==> src/rtl/ysyx_24080006_mdu_iter.sv <==
`default_nettype none
// ============================================================================
//  Module   : ysyx_24080006_mdu_iter
//  Brief    : Iterative RV32M-style multiply/divide unit with its own datapath,
//             radix-2^MUL_STEP multiplier and restoring divider.
//  Revision : 1.0 - initial release
// ============================================================================
module ysyx_24080006_mdu_iter #(
    parameter int XLEN     = 32,
    parameter int MUL_STEP = 2
) (
    input  logic            clock,
    input  logic            reset,
    input  logic            in_valid,
    output logic            in_ready,
    input  logic [1:0]      op,
    input  logic            signed_a,
    input  logic            signed_b,
    input  logic [XLEN-1:0] a,
    input  logic [XLEN-1:0] b,
    input  logic            flush,
    output logic            out_valid,
    input  logic            out_ready,
    output logic [XLEN-1:0] result,
    output logic            busy
);

    localparam int                 c_CNT_W     = $clog2(XLEN + 1);
    localparam logic [c_CNT_W-1:0] c_CNT_ONE   = c_CNT_W'(1);
    localparam logic [c_CNT_W-1:0] c_MUL_ITERS = c_CNT_W'(XLEN / MUL_STEP);
    localparam logic [c_CNT_W-1:0] c_DIV_ITERS = c_CNT_W'(XLEN);
    localparam logic [XLEN-1:0]    c_MIN       = {1'b1, {(XLEN-1){1'b0}}};
    localparam logic [1:0]         c_OP_MULL   = 2'd0;
    localparam logic [1:0]         c_OP_MULH   = 2'd1;
    localparam logic [1:0]         c_OP_DIV    = 2'd2;
    localparam logic [1:0]         c_OP_REM    = 2'd3;

    typedef enum logic [1:0] {
        S_IDLE = 2'd0,
        S_MUL  = 2'd1,
        S_DIV  = 2'd2,
        S_DONE = 2'd3
    } state_t;

    state_t                r_state;
    state_t                w_next;

    logic [1:0]            r_op;
    logic                  r_neg;
    logic                  r_special;
    logic [XLEN-1:0]       r_spec_val;
    logic [c_CNT_W-1:0]    r_cnt;
    // MUL: running product. DIV: {partial remainder, dividend/quotient}.
    logic [2*XLEN-1:0]     r_acc;
    // MUL: left-shifting multiplicand. DIV: divisor in the low half.
    logic [2*XLEN-1:0]     r_opb;
    logic [XLEN-1:0]       r_mplier;
    logic [XLEN-1:0]       r_result;
    logic                  r_out_valid;

    logic                  w_accept;
    logic                  w_xfer;
    logic                  w_last;
    logic                  w_sa;
    logic                  w_sb;
    logic [XLEN-1:0]       w_abs_a;
    logic [XLEN-1:0]       w_abs_b;
    logic                  w_is_mul;
    logic                  w_div_zero;
    logic                  w_ovf;
    logic                  w_special;
    logic [XLEN-1:0]       w_spec_val;
    logic [2*XLEN-1:0]     w_mul_acc;
    logic [XLEN:0]         w_div_shift;
    logic [XLEN:0]         w_div_diff;
    logic [2*XLEN-1:0]     w_div_acc;
    logic [2*XLEN-1:0]     w_prod_s;
    logic [XLEN-1:0]       w_quo;
    logic [XLEN-1:0]       w_rem;
    logic [XLEN-1:0]       w_final;

    assign in_ready  = (r_state == S_IDLE) && !reset;
    assign busy      = (r_state == S_MUL) || (r_state == S_DIV);
    assign out_valid = r_out_valid;
    assign result    = r_result;

    assign w_accept = in_valid && in_ready && !flush;
    assign w_xfer   = r_out_valid && out_ready;
    assign w_last   = (r_cnt == c_CNT_ONE);

    assign w_sa     = signed_a && a[XLEN-1];
    assign w_sb     = signed_b && b[XLEN-1];
    assign w_abs_a  = w_sa ? (~a + 1'b1) : a;
    assign w_abs_b  = w_sb ? (~b + 1'b1) : b;
    assign w_is_mul = !op[1];

    assign w_div_zero = (b == '0);
    assign w_ovf      = signed_a && signed_b && (a == c_MIN) && (b == '1);
    assign w_special  = op[1] && (w_div_zero || w_ovf);

    always_comb begin
        w_spec_val = '0;
        if (w_div_zero) begin
            w_spec_val = (op == c_OP_REM) ? a : '1;
        end else begin
            w_spec_val = (op == c_OP_REM) ? '0 : c_MIN;
        end
    end

    // One radix-2^MUL_STEP digit of shift-add per cycle.
    always_comb begin
        w_mul_acc = r_acc;
        for (int j = 0; j < MUL_STEP; j++) begin
            if (r_mplier[j]) begin
                w_mul_acc = w_mul_acc + (r_opb << j);
            end
        end
    end

    // Restoring step: the top bit of the difference is the borrow.
    assign w_div_shift = {r_acc[2*XLEN-1:XLEN], r_acc[XLEN-1]};
    assign w_div_diff  = w_div_shift - {1'b0, r_opb[XLEN-1:0]};

    always_comb begin
        if (!w_div_diff[XLEN]) begin
            w_div_acc = {w_div_diff[XLEN-1:0], r_acc[XLEN-2:0], 1'b1};
        end else begin
            w_div_acc = {w_div_shift[XLEN-1:0], r_acc[XLEN-2:0], 1'b0};
        end
    end

    assign w_prod_s = r_neg ? (~r_acc + 1'b1) : r_acc;
    assign w_quo    = r_acc[XLEN-1:0];
    assign w_rem    = r_acc[2*XLEN-1:XLEN];

    always_comb begin
        w_final = '0;
        if (r_special) begin
            w_final = r_spec_val;
        end else begin
            case (r_op)
                c_OP_MULL: w_final = w_prod_s[XLEN-1:0];
                c_OP_MULH: w_final = w_prod_s[2*XLEN-1:XLEN];
                c_OP_DIV:  w_final = r_neg ? (~w_quo + 1'b1) : w_quo;
                default:   w_final = r_neg ? (~w_rem + 1'b1) : w_rem;
            endcase
        end
    end

    always_ff @(posedge clock) begin
        if (reset) begin
            r_state <= S_IDLE;
        end else begin
            r_state <= w_next;
        end
    end

    always_comb begin
        w_next = r_state;
        case (r_state)
            S_IDLE: begin
                if (w_accept) begin
                    if (w_special) begin
                        w_next = S_DONE;
                    end else if (w_is_mul) begin
                        w_next = S_MUL;
                    end else begin
                        w_next = S_DIV;
                    end
                end
            end
            S_MUL, S_DIV: begin
                if (w_last) begin
                    w_next = S_DONE;
                end
            end
            default: begin
                if (w_xfer) begin
                    w_next = S_IDLE;
                end
            end
        endcase
        if (flush) begin
            w_next = S_IDLE;
        end
    end

    // The first DONE cycle applies the signs and registers the result.
    always_ff @(posedge clock) begin
        if (reset) begin
            r_op        <= '0;
            r_neg       <= 1'b0;
            r_special   <= 1'b0;
            r_spec_val  <= '0;
            r_cnt       <= '0;
            r_acc       <= '0;
            r_opb       <= '0;
            r_mplier    <= '0;
            r_result    <= '0;
            r_out_valid <= 1'b0;
        end else begin
            case (r_state)
                S_IDLE: begin
                    if (w_accept) begin
                        r_op       <= op;
                        r_special  <= w_special;
                        r_spec_val <= w_spec_val;
                        r_neg      <= (op == c_OP_REM) ? w_sa : (w_sa ^ w_sb);
                        r_cnt      <= w_is_mul ? c_MUL_ITERS : c_DIV_ITERS;
                        r_acc      <= w_is_mul ? '0 : {{XLEN{1'b0}}, w_abs_a};
                        r_opb      <= w_is_mul ? {{XLEN{1'b0}}, w_abs_a}
                                               : {{XLEN{1'b0}}, w_abs_b};
                        r_mplier   <= w_abs_b;
                    end
                end
                S_MUL: begin
                    r_acc    <= w_mul_acc;
                    r_opb    <= r_opb << MUL_STEP;
                    r_mplier <= r_mplier >> MUL_STEP;
                    r_cnt    <= r_cnt - c_CNT_ONE;
                end
                S_DIV: begin
                    r_acc <= w_div_acc;
                    r_cnt <= r_cnt - c_CNT_ONE;
                end
                default: begin
                    if (!r_out_valid && !flush) begin
                        r_result <= w_final;
                    end
                end
            endcase

            if (flush) begin
                r_out_valid <= 1'b0;
            end else if (r_state == S_DONE && !r_out_valid) begin
                r_out_valid <= 1'b1;
            end else if (w_xfer) begin
                r_out_valid <= 1'b0;
            end
        end
    end

endmodule
`default_nettype wire

==> config.mk <==
export PLATFORM = sky130hd
export DESIGN_NAME = ysyx_24080006_mdu_iter
export DESIGN_NICKNAME = d
export VERILOG_FILES = /design/src/rtl/ysyx_24080006_mdu_iter.sv
export SDC_FILE = /design/constraint.sdc
export NUM_CORES = 1
export LEC_CHECK = 0
export BUFFER_PORTS_ARGS = -buffer_cell sky130_fd_sc_hd__buf_2
export CAP_MARGIN = 20
export CORE_MARGIN = 2
export CORE_UTILIZATION = 60
export DETAILED_ROUTE_END_ITERATION = 6
export PLACE_DENSITY = 0.74
export SKIP_LAST_GASP = 1
export SLEW_MARGIN = 20
export SYNTH_ARGS = -nofsm -noshare
export SYNTH_HDL_FRONTEND = slang
export SYNTH_SLANG_ARGS = --single-unit
==> constraint.sdc <==
create_clock -name clock -period 7.6 [get_ports clock]
set_input_delay 1.52 -clock clock [delete_from_list [all_inputs] [get_ports clock]]
set_output_delay 1.52 -clock clock [all_outputs]
set_load 0.05 [all_outputs]
# Word level (Yosys, flattened, before mapping)

Cells that the tools add are included.
Widths: inputs -> output; s select.

Flip-flop bits (word level): 237
Bits in latches: 0
Memory bits (writable): 0
Bits in read-only memories: 0
Input port bits: 73
Output and inout bits: 35
Word-level logic and storage cells: 105
Memories kept: 0

Add/subtract/negate cells: 9
$mul: 0
Div/mod/pow operators: 0
$lt $le $gt $ge: 0
Equality and inequality tests: 11
Shifts and indexed selects: 0
Muxes and demuxes: 33
Bitwise gates (word level): 7
Reduce and logical (&&, ||, !) cells: 34

Operators by type and width:

| kind                  | number |
|---|---|
| $mux 64               | 6 |
| $mux 32               | 11 |
| $pmux 64 s3           | 1 |
| $add 32x1->32 const B | 4 |
| $add 64x64->64        | 2 |
| $not 32->32           | 4 |
| $pmux 64 s2           | 1 |
| $pmux 32 s3           | 1 |
| $add 64x1->64 const B | 1 |
| $eq 32x32->1 const B  | 2 |
| $not 64->64           | 1 |
| $pmux 32 s2           | 1 |
| $sub 33x32->33        | 1 |
| $logic_not 32->1      | 1 |
| $logic_and 1x1->1     | 12 |
| $mux 6                | 2 |
| $pmux 6 s2            | 1 |
| $mux 2                | 5 |
| $reduce_and 2->1      | 5 |
| $eq 2x2->1 const B    | 4 |
| $eq 6x1->1 const B    | 1 |
| $reduce_bool 2->1     | 3 |
| $reduce_bool 3->1     | 2 |
| $sub 6x1->6 const B   | 1 |
| 13 further kinds      | 21 |

# Logic depth before layout (Yosys ltp)

Gate-level depths: netlist (run 1).

Depth after elaboration: 8
Mapped depth: 25

# Worst setup path after synthesis (run 1)

OpenSTA, ideal clock, no wires.

Path type: register -> register
Start point: reg r_acc[0]
End point: reg r_acc[59]
Arrival: 5.128 ns
Data required time: 7.478 ns
Path slack: 2.350 ns
Stages on the path, launching flop included: 26
Buffers on the path: 1
Clock period less this slack: 5.250 ns
Path through: dfxtp_1 > ha_1 > fa_1 > a21oi_1 > o22ai_1 > o21bai_1 > a211o_1 > nand3_1 > a31oi_2 > o31ai_4 > a21oi_1 > xnor2_1 > mux2_2 > ha_1 > clkbuf_1 > a21oi_1 > o21ai_1 > a221o_1 > a21o_1 > a2111oi_0 > o211ai_1 > a31oi_1 > xor2_1 > a21oi_1 > o21a_1 > a221o_1

Cells in the longest elaborated chain, start to end: 5

RTL lines:

| item                   | line | source |
|---|---|---|
| start, declared        | 54   | `logic [2*XLEN-1:0] r_acc;` |
| start signal, assigned | 210  | `r_acc <= w_is_mul ? '0 : {{XLEN{1'b0}}, w_abs_a};` |
| start signal, assigned | 217  | `r_acc <= w_mul_acc;` |
| start signal, assigned | 223  | `r_acc <= w_div_acc;` |
| $add 64x64->64         | 115  | `w_mul_acc = w_mul_acc + (r_opb << j);` |
| $mux 64 (*)            | 114  | `if (r_mplier[j]) begin` |
| $add 64x64->64         | 115  |  |
| $mux 64 (*)            | 114  |  |
| $pmux 64 s3 (*)        | 202  | `case (r_state)` |

Every way passes the cells marked *; elsewhere a longest branch is shown, timed or not.
A chain may end at the register's enable or synchronous reset.

# Final worst setup path (run 1)

Start point: reg r_acc[4]
End point: reg r_acc[62]

Same word-level chain as after synthesis.

==> results of run 1 <==
[cell usage after synthesis, types with 15 or more instances]
cell type | n | area share
nor2_1 | 347 | 0.053
ha_1 | 177 | 0.091
clkbuf_1 | 197 | 0.030
a221oi_1 | 42 | 0.015
xor2_1 | 107 | 0.038
o41ai_1 | 15 | 0.0054
o21a_1 | 20 | 0.0061
o21ai_0 | 190 | 0.039
a211oi_1 | 75 | 0.023
nand2b_1 | 22 | 0.0056
nand4_1 | 50 | 0.013
nor4_1 | 21 | 0.0054
or3_1 | 26 | 0.0067
nand3_1 | 44 | 0.0090
o211ai_1 | 78 | 0.024
xnor2_1 | 148 | 0.053
dfxtp_1 | 237 | 0.19
buf_2 | 26 | 0.0053
mux2i_1 | 22 | 0.0090
a22oi_1 | 43 | 0.013
a21oi_1 | 366 | 0.075
nor3_1 | 92 | 0.019
inv_1 | 102 | 0.016
nand2_1 | 417 | 0.064
a21o_1 | 99 | 0.030
a222oi_1 | 34 | 0.014
o21bai_1 | 28 | 0.0086
and3_1 | 23 | 0.0059
a31oi_1 | 45 | 0.012
nor2b_1 | 25 | 0.0064
mux2_2 | 53 | 0.024
o31ai_1 | 19 | 0.0058
[sequential cells by signal, summed over array words and instances (netlist names), 2 cells and up]
| register | cells |
|---|---|
| r_mplier | 32 |
| r_acc | 64 |
| r_spec_val | 32 |
| result | 32 |
| r_opb | 64 |
| r_cnt | 6 |
| r_state | 2 |
| r_op | 2 |
[metrics by stage]
| step | util | hold WS (ns) | std cells | total power, mW |
|---|---|---|---|---|
| 3_3_place_gp | 0.628 | 0.434 | 3857 | 2.25 |
| 6_report | 0.654 | 0.447 | 3914 | 3.80 |
| 2_1_floorplan | - | 0.427 | 3415 | 1.97 |
| 5_1_grt | 0.654 | 0.465 | 3913 | 3.90 |
| 4_1_cts | 0.654 | 0.448 | 3912 | 3.75 |
| 3_5_place_dp | 0.628 | 0.441 | 3857 | 2.27 |
[metal layers]
layer	wire length (um)	global-route usage	vias up	part of all wire
met5	10	0	-	0.00010
met1	40000	0.634	12896	0.40
li1	-	-	12454	-
met2	39300	0.641	1933	0.40
met3	13900	0.124	370	0.14
met4	5860	0.226	2	0.059
[cell usage in the layout (no fill, tap or decap), drive strengths merged, types with 14 or more instances in the layout]
| cell | synthesis | routed |
|---|---|---|
| nand4 | 51 | 51 |
| buf | 40 | 154 |
| nand3 | 44 | 44 |
| ha | 177 | 177 |
| a211oi | 76 | 76 |
| or4 | 16 | 16 |
| o211ai | 81 | 81 |
| nor4 | 25 | 25 |
| o41ai | 20 | 20 |
| a22oi | 43 | 43 |
| inv | 102 | 105 |
| nand2b | 22 | 22 |
| xnor2 | 150 | 150 |
| clkinv | 2 | 14 |
| mux2i | 22 | 22 |
| nor2b | 25 | 25 |
| or3 | 26 | 26 |
| xor2 | 107 | 107 |
| nand2 | 417 | 417 |
| nor2 | 348 | 348 |
| a21oi | 370 | 370 |
| a222oi | 34 | 34 |
| and3 | 23 | 23 |
| mux2 | 53 | 53 |
| a21o | 99 | 99 |
| o31ai | 21 | 21 |
| nor3 | 94 | 94 |
| a221oi | 43 | 43 |
| o21ai | 206 | 206 |
| o21a | 20 | 20 |
| dfxtp | 237 | 237 |
| a31oi | 46 | 46 |
| o21bai | 28 | 28 |
| and2 | 14 | 14 |
| clkbuf | 197 | 34 |
[how the worst min path moves through the flow]
| stage | endpoint |
|---|---|
| after floorplan | r_mplier[5] |
| after global placement | r_mplier[5] |
| after detailed placement | r_mplier[6] |
| after CTS | r_mplier[6] |
| after global routing | r_mplier[6] |
| final | r_mplier[6] |
[area by class of cell]
type                    count  area [um^2]  area share
diodes                      2         5.00    0.000191
clock buffers              34          786      0.0300
clock inverters            21          229     0.00875
inverters                 104          390      0.0149
multi-input cells        2837        18400       0.705
flip-flops and latches    237         4750       0.182
well taps                 525          657      0.0251
repair buffers            154          895      0.0342
[worst register-to-register path, delay by kind of cell, from the launching register on]
kind | cells | cell delay, ns
compound gates | 8 | 3.64
simple gates | 8 | 1.58
fa+ha+maj | 2 | 0.80
flops | 1 | 0.39
mux | 1 | 0.30
xor+xnor | 1 | 0.08
[power by group]
| part | internal [mW] | leakage (nW) | switching, mW | total, mW |
|---|---|---|---|---|
| clock network | 0.853 | 0.494 | 0.654 | 1.51 |
| registers | 1.27 | 1.92 | 0.0602 | 1.33 |
| logic | 0.316 | 8.33 | 0.648 | 0.964 |
| total | 2.44 | 10.7 | 1.36 | 3.80 |
[cell families after synthesis]
group / Yosys count / share of synthesized area
compound gates: 1188 / 0.320
simple gates: 1135 / 0.210
buf+inv: 341 / 0.0543
xor+xnor: 257 / 0.0931
flops: 237 / 0.194
fa+ha+maj: 180 / 0.0930
mux: 77 / 0.0354
==> impl_metrics.env, run 1 <==
export IMPL_status="finished, violations left"
export IMPL_violations="design-rule violations"
export IMPL_cts_sinks=237
export IMPL_antenna_found_initial=2
export IMPL_max_cap_viol_count=0
export IMPL_pre_cts_slack_ns=0.940
export IMPL_cts_setup_buffers=0
export IMPL_setup_slack_ns=0.697
export IMPL_crit_chain="ha_1 -> a21oi_1 -> o22ai_1 -> o21ai_0 -> a2111oi_0 -> o2111ai_1 -> nand2_1 -> xor2_1 -> mux2_2 -> ha_1 -> nand4_1 -> or3_1 -> nor2_1 -> nand3_1 -> a2111oi_2 -> nor2_1 -> o21ai_1 -> nor4b_1 -> nor3_1 -> a211oi_1"
export IMPL_viasPerCell=7.07
export IMPL_seq_area_frac_synth=0.194
export IMPL_die_h_um=206
export IMPL_critPathLaunchType="register"
export IMPL_fin_nets=3617
export IMPL_crit_cells=20
export IMPL_fp_dieArea_um2=42400
export IMPL_finalCritPeriodShare=0.908
export IMPL_cts_hold_buffers=0
export IMPL_dpl_hpwl_um=75100
export IMPL_startpoint="r_acc[4]"
export IMPL_drive_above_1_share=0.0986
export IMPL_timing_rr_end="r_acc[62]"
export IMPL_hold_depth=2
export IMPL_synthCells=3415
export IMPL_critPathKind="register to register"
export IMPL_wl_um=99100
export IMPL_worst_slew_pin_slew_ns=1.10
export IMPL_gp_congestion=1.08
export IMPL_cp_max_fo=8
export IMPL_core_area_um2=40000
export IMPL_fill_cells=3630
export IMPL_drt_pre_antenna_iters=7
export IMPL_timing_fmax_ghz=0.145
export IMPL_ios=108
export IMPL_clk_pin_slew_ns=0.07
export IMPL_grt_overflow=0
export IMPL_timing_rr_start="r_acc[4]"
export IMPL_h_tree_depth=1
export IMPL_synthArstFlopShare=0
export IMPL_drc=6
export IMPL_hold_viol=0
export IMPL_synth_seq_cells=237
export IMPL_min_period_ns=6.90
export IMPL_vias=27655
export IMPL_slowest_stage="a2111oi_0"
export IMPL_slew_headroom=0.245
export IMPL_finClkSkew_ns=0.0151
export IMPL_hold_start="r_mplier[6]"
export IMPL_grt_pass1_vias=24886
export IMPL_p_leak_nw=10.7
export IMPL_yosysWarnings=0
export IMPL_cp_top_family="compound AO/OA/AOI/OAI gates"
export IMPL_synth_main_ff_cell="dfxtp_1"
export IMPL_avgSynthCellArea_um2=7.16
export IMPL_grt_max_degree=108
export IMPL_cts_buffer_depth=3
export IMPL_cts_repair_resized=0
export IMPL_hp_class="register to register"
export IMPL_drtIter0Drc=4686
export IMPL_max_vdd_ir_drop_mv=0.177
export IMPL_worst_ep_required_time_ns=8.12
export IMPL_design_area_um2=26200
export IMPL_power_density_nw_per_um2=145
export IMPL_crit_arrival_ns=7.42
export IMPL_drt_wirelength_per_cell_um=25.3
export IMPL_endpoint="r_acc[62]"
export IMPL_critical_path_max_stage_delay_ns=1.01
export IMPL_ant_nets=0
export IMPL_finalSetupTns_ns=0
export IMPL_end_kind="register"
export IMPL_rsz0062_at_grt="no"
export IMPL_synth_nets=3668
export IMPL_final_max_slew_viol_count=0
export IMPL_rows=73
export IMPL_cts_tree="built"
export IMPL_die_w_um=206
export IMPL_place_area_um2=25100
export IMPL_regToRegSetupSlack_ns=0.70
export IMPL_syn_area_um2=24500
export IMPL_portBuffers=107
export IMPL_cp_num_buf_inv=0
export IMPL_synth_distinct_cells=94
export IMPL_synthToLayoutAreaGrowth_pct=6.95
export IMPL_clkLatencyLatePin_ns=0.60
export IMPL_synth_edf_count=0
export IMPL_clockRootBuffer="clkbuf_16"
export IMPL_grt_pass1_wl_um=149000
export IMPL_r2r_cells=20
export IMPL_cts_made_buffers=30
export IMPL_grt_total_usage=0.455
export IMPL_initial_utilization=0.611
export IMPL_setup_viol=0
Power figures use the tool's default switching activity.
==> run 2, diff against run 1 <==
--- a/config.mk
+++ b/config.mk
@@ -8,9 +8,9 @@
 export BUFFER_PORTS_ARGS = -buffer_cell sky130_fd_sc_hd__buf_2
 export CAP_MARGIN = 20
 export CORE_MARGIN = 2
-export CORE_UTILIZATION = 60
+export CORE_UTILIZATION = 25
 export DETAILED_ROUTE_END_ITERATION = 6
-export PLACE_DENSITY = 0.74
+export PLACE_DENSITY = 0.35
 export SKIP_LAST_GASP = 1
 export SLEW_MARGIN = 20
 export SYNTH_ARGS = -nofsm -noshare
==> run 2 against run 1 <==
Compared with the run above: the run now ends clean; final cell count rose by 20%; clock power rose by 28%; sequential share of layout area down 0.99 points; flip-flop and latch count stayed put; power increased by 13%; routed wire length rose by 27%; global-route usage decreased by 21 points; clock skew is 0.015 ns higher.
==> impl_metrics.env, run 2 (same netlist as run 1, synthesis figures left out) <==
export IMPL_power_density_nw_per_um2=155
export IMPL_critPathKind="register to register"
export IMPL_cts_made_buffers=37
export IMPL_drtIter0Drc=2777
export IMPL_top_regs="r_acc (64), r_opb (64)"
export IMPL_cts_tree="built"
export IMPL_worst_slew_pin_slew_ns=1.11
export IMPL_drt_wirelength_per_cell_um=26.7
export IMPL_hold_start="r_spec_val[2]"
export IMPL_ios=108
export IMPL_worst_ep_required_time_ns=8.08
export IMPL_switching_share=0.345
export IMPL_cts_sinks=237
export IMPL_h_tree_depth=2
export IMPL_portBuffers=107
export IMPL_drt_pre_antenna_iters=6
export IMPL_clkLatencyLatePin_ns=0.59
export IMPL_max_cap_viol_count=0
export IMPL_p_int_mw=2.81
export IMPL_dpl_hpwl_um=97300
export IMPL_clk_pin_slew_ns=0.07
export IMPL_core_area_um2=96900
export IMPL_regToRegSetupSlack_ns=0.77
export IMPL_switching_power_mw=1.48
export IMPL_final_cell_mix="417 x nand2_1, 363 x a21oi_1, 346 x nor2_1, 232 x dfxtp_1, 190 x o21ai_0"
export IMPL_cp_top_family="compound AO/OA/AOI/OAI gates"
export IMPL_crit_chain="ha_1 -> fa_1 -> a21oi_1 -> o22ai_1 -> o21bai_1 -> a21oi_1 -> a21boi_0 -> o21bai_1 -> xor2_1 -> mux2_2 -> ha_1 -> nand2_1 -> nor2_1 -> nand3_1 -> o41ai_1 -> buf_4 -> nand3_1 -> a2111oi_2 -> nor2_1 -> o21ai_1 -> nor4b_1 -> nor3_1 -> a211oi_1"
export IMPL_crit_cells=23
export IMPL_clkPwrFrac=0.450
export IMPL_die_w_um=317
export IMPL_antennaDiodeCount=0
export IMPL_gp_congestion=0.926
export IMPL_top_layer="met5"
export IMPL_critical_path_max_stage_delay_ns=0.80
export IMPL_grt_max_degree=113
export IMPL_min_period_ns=6.83
export IMPL_final_common_cell="nand2_1"
export IMPL_hold_viol=0
export IMPL_hp_class="register to register"
export IMPL_combPwrFrac=0.237
export IMPL_grt_pass1_vias=25442
export IMPL_endpoint="r_acc[62]"
export IMPL_wl_met1_um=60100
export IMPL_final_max_slew_viol_count=0
export IMPL_status="finished, final reports clean"
export IMPL_cts_buffer_depth=3
export IMPL_cts_hold_buffers=0
export IMPL_hold_worst_slack_ns=0.449
export IMPL_critPathLaunchType="register"
export IMPL_max_vdd_ir_drop_mv=0.117
export IMPL_post_route_util=0.286
export IMPL_initial_utilization=0.253
export IMPL_ant_nets=0
export IMPL_die_h_um=317
export IMPL_wl_um=126000
export IMPL_vias=26676
export IMPL_route_met3_wl_um=8050
export IMPL_startpoint="r_acc[0]"
export IMPL_cts_repair_resized=0
export IMPL_slew_headroom=0.258
export IMPL_grt_pass1_wl_um=182000
export IMPL_drc=0
export IMPL_finClkSkew_ns=0.0298
export IMPL_crit_arrival_ns=7.32
export IMPL_setup_viol=0
export IMPL_antenna_found_initial=3
export IMPL_grt_total_usage=0.245
export IMPL_slowest_stage="a2111oi_2"
export IMPL_timing_rr_start="r_acc[0]"
export IMPL_fp_dieArea_um2=100000
export IMPL_timing_rr_end="r_acc[62]"
export IMPL_p_leak_nw=11.1
export IMPL_grt_overflow=0
export IMPL_cp_max_fo=6
export IMPL_finalSetupTns_ns=0
export IMPL_finalCritPeriodShare=0.899
export IMPL_fin_nets=3656
export IMPL_route_met2_wl_um=54100
export IMPL_end_kind="register"
export IMPL_cts_setup_buffers=0
export IMPL_seqPwrFrac=0.313
export IMPL_timing_fmax_ghz=0.146
export IMPL_cp_num_buf_inv=1
export IMPL_clockRootBuffer="clkbuf_16"
export IMPL_viasPerCell=5.67
export IMPL_drive_above_1_share=0.108
export IMPL_synthToLayoutAreaGrowth_pct=13.1
export IMPL_rsz0062_at_grt="no"
export IMPL_r2r_cells=23
export IMPL_fill_cells=10518
export IMPL_rows=114
## run 2: how the worst min path moves through the flow
| stage | cells after the start | to |
|---|---|---|
| 2_1_floorplan | 2 | r_mplier[5] |
| 3_3_place_gp | 2 | r_mplier[5] |
| 3_5_place_dp | 2 | r_mplier[5] |
| 4_1_cts | 2 | r_spec_val[16] |
| 5_1_grt | 2 | r_spec_val[28] |
| 6_report | 2 | r_spec_val[2] |
## run 2: cell type report
| cell class | instances | area (um^2) | area share |
|---|---|---|---|
| multi-input combinational | 2837 | 18500 | 0.667 |
| sequential | 237 | 4750 | 0.172 |
| tap | 1276 | 1600 | 0.0577 |
| timing repair buffer | 186 | 1150 | 0.0416 |
| clock buffer | 50 | 1060 | 0.0382 |
| inverter | 104 | 390 | 0.0141 |
| clock inverter | 14 | 256 | 0.00927 |
## run 2: tightest hold or removal path, cell delays in order, from the launching register on
cell,delay (ns)
dfxtp_1,0.31
nand2_1,0.05
a21oi_1,0.05
## run 2: power by group through the flow
stage	clock (mW)	combinational [mW]	sequential (mW)
2_1_floorplan	0	0.642	1.33
5_1_grt	2.01	1.09	1.34
3_5_place_dp	0	0.995	1.36
6_report	1.93	1.01	1.34
3_3_place_gp	0	1.00	1.36
4_1_cts	1.97	1.00	1.34
## run 2: layer usage
layer  track usage  vias to the layer above
met3        0.0378                      142
met1         0.355                    13051
met4        0.0621                        2
met5             0                        -
met2         0.375                      979
li1              -                    12502
## run 2: per-stage QoR
step                setup WS [ns]  cell area, um^2  total power, mW  instances
detailed placement           1.01            26400             2.36       4640
CTS                         0.941            27700             4.31       4704
global route                0.369            27700             4.44       4704
global placement            0.969            26400             2.36       4640
finish                      0.765            27700             4.28       4704
floorplan                    2.35            24500             1.97       3415
